### config.mk
export PLATFORM = sky130hd
export DESIGN_NAME = imm_gen_stage
export DESIGN_NICKNAME = d
export VERILOG_FILES = /design/src/rtl/imm_gen_pkg.sv /design/src/rtl/imm_decode_comb.sv /design/src/rtl/imm_gen_stage.sv
export SDC_FILE = /design/constraint.sdc
export NUM_CORES = 1
export LEC_CHECK = 0
export ABC_AREA = 1
export BUFFER_PORTS_ARGS = -buffer_cell sky130_fd_sc_hd__buf_2
export CORE_MARGIN = 10
export CORE_UTILIZATION = 55
export DETAILED_ROUTE_END_ITERATION = 16
export PLACE_DENSITY = 0.8
export SYNTH_ARGS = -nofsm -noshare
export SYNTH_HDL_FRONTEND = slang
export SYNTH_SLANG_ARGS = --single-unit
### constraint.sdc
create_clock -name clk_i -period 5.8 [get_ports clk_i]
set_clock_uncertainty 0.1 [all_clocks]
set_input_delay 0.58 -clock clk_i [delete_from_list [all_inputs] [get_ports clk_i]]
set_output_delay 0.58 -clock clk_i [all_outputs]
set_load 0.05 [all_outputs]
### src/rtl/imm_gen_pkg.sv
// Shared opcodes, format codes, occupancy states and the immediate extend
// helper for the immediate-generation stage.
package imm_gen_pkg;

   localparam logic [6:0] OPC_LOAD      = 7'b0000011;
   localparam logic [6:0] OPC_OP_IMM    = 7'b0010011;
   localparam logic [6:0] OPC_JALR      = 7'b1100111;
   localparam logic [6:0] OPC_FENCE     = 7'b0001111;
   localparam logic [6:0] OPC_OP_IMM_32 = 7'b0011011;
   localparam logic [6:0] OPC_STORE     = 7'b0100011;
   localparam logic [6:0] OPC_BRANCH    = 7'b1100011;
   localparam logic [6:0] OPC_LUI       = 7'b0110111;
   localparam logic [6:0] OPC_AUIPC     = 7'b0010111;
   localparam logic [6:0] OPC_JAL       = 7'b1101111;
   localparam logic [6:0] OPC_SYSTEM    = 7'b1110011;

   typedef enum logic [2:0] {
      FMT_NONE = 3'd0,
      FMT_I    = 3'd1,
      FMT_S    = 3'd2,
      FMT_B    = 3'd3,
      FMT_U    = 3'd4,
      FMT_J    = 3'd5,
      FMT_CSR  = 3'd6
   } fmt_e;

   typedef enum logic [1:0] {
      ST_EMPTY = 2'd0,
      ST_ONE   = 2'd1,
      ST_TWO   = 2'd2
   } occ_e;

   // Widens a 32-bit immediate to the widest XLEN; callers size-cast to XLEN.
   function automatic logic [63:0] extend_imm(input logic [31:0] val, input logic sgn);
      return {{32{sgn & val[31]}}, val};
   endfunction

endpackage

### src/rtl/imm_decode_comb.sv
// Pure combinational decode of an RV instruction word into an XLEN-wide
// immediate, its format code and an illegal flag.
module imm_decode_comb
   import imm_gen_pkg::*;
#(
   parameter int XLEN     = 32,
   parameter bit EN_RV64I = (XLEN == 64)
) (
   input  logic [31:0]     instr,
   output logic [XLEN-1:0] imm,
   output fmt_e            fmt,
   output logic            illegal
);

   logic [31:0] imm32;
   logic        sgn;

   always_comb begin
      imm32   = '0;
      sgn     = 1'b0;
      fmt     = FMT_NONE;
      illegal = 1'b0;
      if (instr[1:0] != 2'b11) begin
         illegal = 1'b1;
      end else begin
         case (instr[6:0])
            OPC_LOAD, OPC_OP_IMM, OPC_JALR, OPC_FENCE: begin
               fmt   = FMT_I;
               sgn   = 1'b1;
               imm32 = {{20{instr[31]}}, instr[31:20]};
            end
            OPC_OP_IMM_32: begin
               if (EN_RV64I) begin
                  fmt   = FMT_I;
                  sgn   = 1'b1;
                  imm32 = {{20{instr[31]}}, instr[31:20]};
               end else begin
                  illegal = 1'b1;
               end
            end
            OPC_STORE: begin
               fmt   = FMT_S;
               sgn   = 1'b1;
               imm32 = {{20{instr[31]}}, instr[31:25], instr[11:7]};
            end
            OPC_BRANCH: begin
               fmt   = FMT_B;
               sgn   = 1'b1;
               imm32 = {{19{instr[31]}}, instr[31], instr[7], instr[30:25], instr[11:8], 1'b0};
            end
            OPC_LUI, OPC_AUIPC: begin
               fmt   = FMT_U;
               sgn   = 1'b1;
               imm32 = {instr[31:12], 12'b0};
            end
            OPC_JAL: begin
               fmt   = FMT_J;
               sgn   = 1'b1;
               imm32 = {{11{instr[31]}}, instr[31], instr[19:12], instr[20], instr[30:21], 1'b0};
            end
            OPC_SYSTEM: begin
               // funct3[2] selects the 5-bit zimm form over the 12-bit CSR address
               fmt   = FMT_CSR;
               imm32 = instr[14] ? {27'b0, instr[19:15]} : {20'b0, instr[31:20]};
            end
            default: illegal = 1'b1;
         endcase
      end
   end

   assign imm = XLEN'(extend_imm(imm32, sgn));

endmodule

### src/rtl/imm_gen_stage.sv
// Registered immediate-generation stage: decode, then a main register M and
// a skid register K give full throughput with a registered in_ready_o.
//
// state    | meaning
// ST_EMPTY | M and K empty, out_valid_o low
// ST_ONE   | M holds the presented result, K empty
// ST_TWO   | M and K full, in_ready_o low
module imm_gen_stage
   import imm_gen_pkg::*;
#(
   parameter int XLEN     = 32,
   parameter int TAG_W    = 32,
   parameter bit EN_RV64I = (XLEN == 64)
) (
   input  logic             clk_i,
   input  logic             rst_i,
   input  logic             in_valid_i,
   output logic             in_ready_o,
   input  logic [31:0]      instr_i,
   input  logic [TAG_W-1:0] tag_i,
   output logic             out_valid_o,
   input  logic             out_ready_i,
   output logic [XLEN-1:0]  imm_o,
   output logic [2:0]       fmt_o,
   output logic             illegal_o,
   output logic [TAG_W-1:0] tag_o
);

   typedef struct packed {
      logic [XLEN-1:0]  imm;
      fmt_e             fmt;
      logic             illegal;
      logic [TAG_W-1:0] tag;
   } entry_t;

   occ_e   state_q, state_d;
   logic   in_ready_q;
   logic   accept, xfer;
   logic   load_m_in, load_k_in, move_k;
   entry_t m_q, k_q, dec_e;

   logic [XLEN-1:0] dec_imm;
   fmt_e            dec_fmt;
   logic            dec_illegal;

   imm_decode_comb #(
      .XLEN     (XLEN),
      .EN_RV64I (EN_RV64I)
   ) u_decode (
      .instr   (instr_i),
      .imm     (dec_imm),
      .fmt     (dec_fmt),
      .illegal (dec_illegal)
   );

   assign dec_e  = '{imm: dec_imm, fmt: dec_fmt, illegal: dec_illegal, tag: tag_i};
   assign accept = in_valid_i && in_ready_q;
   assign xfer   = (state_q != ST_EMPTY) && out_ready_i;

   always_ff @(posedge clk_i or posedge rst_i) begin
      if (rst_i) begin
         state_q    <= ST_EMPTY;
         in_ready_q <= 1'b1;
      end else begin
         state_q    <= state_d;
         in_ready_q <= (state_d != ST_TWO);
      end
   end

   always_comb begin
      state_d = state_q;
      case (state_q)
         ST_EMPTY: if (accept) state_d = ST_ONE;
         ST_ONE: begin
            if (accept && !xfer)      state_d = ST_TWO;
            else if (!accept && xfer) state_d = ST_EMPTY;
         end
         ST_TWO:   if (xfer) state_d = ST_ONE;
         default:  state_d = ST_EMPTY;
      endcase
   end

   always_comb begin
      load_m_in = 1'b0;
      load_k_in = 1'b0;
      move_k    = 1'b0;
      case (state_q)
         ST_EMPTY: load_m_in = accept;
         ST_ONE: begin
            load_m_in = accept && xfer;
            load_k_in = accept && !xfer;
         end
         ST_TWO:   move_k = xfer;
         default: ;
      endcase
   end

   always_ff @(posedge clk_i or posedge rst_i) begin
      if (rst_i) begin
         m_q <= '0;
         k_q <= '0;
      end else begin
         if (load_m_in)   m_q <= dec_e;
         else if (move_k) m_q <= k_q;
         if (load_k_in)   k_q <= dec_e;
      end
   end

   assign in_ready_o  = in_ready_q;
   assign out_valid_o = (state_q != ST_EMPTY);
   assign imm_o       = m_q.imm;
   assign fmt_o       = m_q.fmt;
   assign illegal_o   = m_q.illegal;
   assign tag_o       = m_q.tag;

endmodule
# Word level (Yosys, flattened, before mapping)
# Cells that the tools add are included.
# totals
ff_bits,139
input_bits,68
output_inout_bits,70
elab_cells,54
# op_classes
n_eq_ne,14
n_mux,17
reduce_logical,13
# op_table
operator,count
$pmux W32 S6,1
$mux W68,2
$mux W32,1
$eq A7 B7 Y1 const B,4
$pmux W3 S6,1
$eq A7 B5 Y1 const B,2
$eq A7 B6 Y1 const B,2
$mux W12,1
$reduce_or A10 Y1,1
$mux W2,4
$eq A7 B2 Y1 const B,1
$eq A7 B4 Y1 const B,1
$pmux W2 S3,1
$logic_and A1 B1 Y1,5
$mux W1,4
$ne A2 B2 Y1 const B,2
$reduce_bool A2 Y1,2
$reduce_or A4 Y1,1
$mux W3,1
$eq A2 B1 Y1 const B,1
$eq A2 B2 Y1 const B,1
$logic_not A1 Y1,2
$logic_not A2 Y1,1
$pmux W1 S2,1
$reduce_or A2 Y1,1

# Depth between registers and ports, before layout
# logic_depth
ltp_word,7
mapped_depth,11
ltp_nobuf,11

# Hierarchy
# A second synthesis with hierarchy kept.
# hier_totals
cells_unflattened,1055
hier_area_um2,7876.3
# by_module_without_submodules
module,n_inst,cells_per_inst,area_each_um2
imm_gen_stage,1,843,6864.1
imm_decode_comb,1,212,1012.2

# Worst setup path after synthesis
# Ideal clock, no wire load.
# synth_timing
kind,reg2reg
from,reg in_ready_q (netlist: in_ready_o)
to,reg m_q (netlist bit tag_o[0])
setup_time_ns,0.126
arrival_ns,1.655
setup_slack_ns,3.919
stages_incl_launch_ff,8
path_buffers,2
period_less_slack_ns,1.881
cell_sequence,dfstp_2 nand2_1 nor3_4 a21oi_2 buf_2 buf_4 nand2_1 nand3_1
# synth_between
elab_chain_len,4
word_cells_on_any_way,5
cone_classes,mux: 2; reduce/logical: 3
# synth_lines
element,line_no,text
from (decl),imm_gen_stage.sv:37,logic in_ready_q;
from (signal assigned),imm_gen_stage.sv:66,in_ready_q <= (state_d != ST_TWO);
$logic_and A1 B1 Y1 *,imm_gen_stage.sv:57,assign accept = in_valid_i && in_ready_q;
$logic_and A1 B1 Y1,imm_gen_stage.sv:90,load_m_in = accept && xfer;
$pmux W1 S2 *,imm_gen_stage.sv:87,case (state_q)
$mux W68 or $reduce_bool A2 Y1 (tied branches),n/a,
to (signal assigned),imm_gen_stage.sv:104,else if (move_k) m_q <= k_q;
to (decl),imm_gen_stage.sv:40,"entry_t m_q, k_q, dec_e;"
# Every way passes the cells marked *; elsewhere a longest branch is shown, timed or not.
# A chain may end at the register's enable or synchronous reset.

# Worst setup path after layout
# layout_timing
from,in out_ready_i
to,reg m_q (netlist bit imm_o[25])
# layout_between
elab_chain_len,4
word_cells_on_any_way,6
cone_classes,mux: 3; reduce/logical: 3
# layout_lines
element,line_no,text
from (decl),imm_gen_stage.sv:22,"input logic out_ready_i,"
$logic_and A1 B1 Y1 *,imm_gen_stage.sv:58,assign xfer = (state_q != ST_EMPTY) && out_ready_i;
$logic_and A1 B1 Y1,imm_gen_stage.sv:90,
$pmux W1 S2,imm_gen_stage.sv:87,
$mux W68 or $reduce_bool A2 Y1 (tied branches),n/a,
# Marks and branches as above.

==> results.ini <==
[layout]
stdcell_count = 1169
antenna_cells = 0
fillers = 1013
final_cell_mix = 420 x nand2_1, 138 x dfrtp_1, 137 x buf_2
nets = 1078
area_delta_synth_final_pct = 19.0
final_common_cell = nand2_1
drive_gt1_frac = 0.190
multi_input_area_sq_mm = 0.00274
regArea_sq_mm = 0.00348

[critical_path]
endpoint_kind = flip-flop
critPathMaxFanout = 54
criticalPathCategory = in2reg
crit_required_ps = 6050
cpMostUsedCell = nand2_1
cp.arrival_ps = 2780
crit_path_cell_trace = buf_2 > nor2_4 > nor3_4 > a21oi_4 > buf_4 > nand2_1 > nand2_1 > inv_1 > nand2_1
crit_path_top_delay_cell = buf_4
slowest_delay_ps = 550
worstSetupStartpointType = input port
r2r_setup_slack_ps = 3390

[die]
coreArea_sq_mm = 0.0120
start_util = 0.561
dieArea_sq_mm = 0.0170
fp-row-count = 40
die_x_um = 130
chipHeight_um = 130
io_pins = 138

[sta]
fin_crit_sh = 0.436
setup_ws_ps = 3270
worst_slew_pin_slew_ps = 1130
worst_slew_margin_rel = 0.243
fin_crit_ps = 2530
finalSetupTns_ps = 0
setup_viol = 0
max_clock_freq_mhz = 395
hold_viol = 0
slew_viol_final = 0
rsz0062_at_grt = false

[synthesis]
synth-seq-area-share = 0.519
ys_ff_latch = 139
yosys_warnings = 0
yosysUniqueCellTypes = 23
synth.avg_cell_area_sq_um = 7.49
syn_area_sq_mm = 0.00671
netlist_instances = 896
synth_nets = 964

[drt]
route.vias.total = 6076
antenna_left = 0
drt_wl_total_um = 17400
via_per_inst = 5.20
wl_per_cell_um = 14.9
drt_iter0_markers = 413
drc = 0
firstDrtPassIters = 5

[cts]
cts-hold-fix-buffers = 0
cts_setup_buffers = 0
insertion_delay_ps = 420
cts_tree = yes
cts_inserted_buffers = 17
cts_buffer_depth = 2
htree_num_levels = 4
path_clk_slew_ps = 60
cts_resized = 0
cts-root-buf = clkbuf_16
clock_sinks = 139

[global_routing]
grt_use_met2 = 0.348
grt-ovfl-total = 0
grtUsageMet1 = 0.270
track_usage = 0.215
grtUsageMet3 = 0.0633
grt_pass1_wl_um = 29400
grt_start_max_net_pins = 88
grt_pass1_vias = 6119
top_usage_layer = met2
antenna_found_initial = 0

[power]
switching_share = 0.395
internal-power_mw = 2.17
p_clk_frac = 0.298
power_leakage_nw = 4.60
p_comb_frac = 0.320
total_power_mw = 3.59
sequentialPowerShare = 0.383
power_density_mw_per_mm2 = 450
power_switching_mw = 1.42
ir_drop_v = 0.000335

[hold_path]
min_path_type = in2async

[place]
hpwlAfterDp_um = 11400
gp_congestion = 0.890
port_buffers = 137
preCtsSetupSlack_ps = 2830
dp_cells = 1138

[run]
drv_cap = 0

[run_status]
status = finished clean

[routing by layer]
| layer | vias to the layer above | part of all wire |
|---|---|---|
| met3 | 30 | 0.076 |
| met1 | 2816 | 0.42 |
| li1 | 3010 | - |
| met4 | 0 | 0.016 |
| met5 | - | 0 |
| met2 | 220 | 0.48 |
[through the flow]
step / area [sq um] / utilization / hold slack [ps]
2_1_floorplan: 6710 / - / 343
3_5_place_dp: 7400 / 0.619 / 360
5_1_grt: 7990 / 0.668 / 260
6_report: 7990 / 0.668 / 210
4_1_cts: 7990 / 0.668 / 231
3_3_place_gp: 7400 / 0.619 / 353
[state kept, by name, indices dropped and copies added (netlist names)]
| register | cells |
|---|---|
| in_ready_o | 1 |
| fmt_o | 3 |
| imm_o | 32 |
| tag_o | 32 |
| state_q | 2 |
| k_q | 68 |
| illegal_o | 1 |
[layout make-up]
cell class	instances	share of cell area
Clock buffer	24	0.0616
Sequential cell	139	0.436
Tap cell	147	0.0230
Multi-Input combinational cell	636	0.343
Clock inverter	7	0.0111
Inverter	74	0.0354
Timing Repair Buffer	142	0.0906
[path summary, 6_finish.rpt]
kind,from,end,depth (start not counted)
worst min-delay path,rst_i,k_q[51],2
worst max register to register,state_q[1],fmt_o[1],5
min in group clk_i,tag_i[6],k_q[6],3
worst min register to register,k_q[6],k_q[6],2
worst max-delay path,out_ready_i,imm_o[25],9
max in group asynchronous,rst_i,k_q[13],3
[synth_stat cells, drive strengths merged]
master | instances | area (sq um)
nand2 | 424 | 1610
dfrtp | 138 | 3450
nand3 | 103 | 515
inv | 74 | 278
nor2 | 41 | 204
o21ai | 31 | 155
clkbuf | 24 | 90.1
buf | 23 | 134
o211ai | 18 | 135
a21oi | 15 | 78.8
nor3 | 3 | 26.3
and3 | 1 | 6.26
dfstp | 1 | 26.3
[cell families after synthesis]
family	Yosys count	share of synthesized area
buffers and inverters	121	0.0748
and+or+nand+nor	572	0.352
DFF	139	0.519
AOI/OAI and AO/OA	64	0.0550
[power groups by stage]
stage	Clock, mW	Sequential, mW	Combinational [mW]
after floorplan	0	1.82	0.420
after global placement	0	1.38	1.14
after detailed placement	0	1.38	1.16
after CTS	1.08	1.37	1.16
after global routing	1.12	1.41	1.26
final	1.07	1.37	1.15
[worst max-delay path, delay by kind of cell]
| family | cells | cell delay (ps) |
|---|---|---|
| buffers and inverters | 3 | 1050 |
| AND/OR/NAND/NOR | 5 | 600 |
| AO/OA/AOI/OAI | 1 | 520 |
Power figures use the tool's default switching activity.
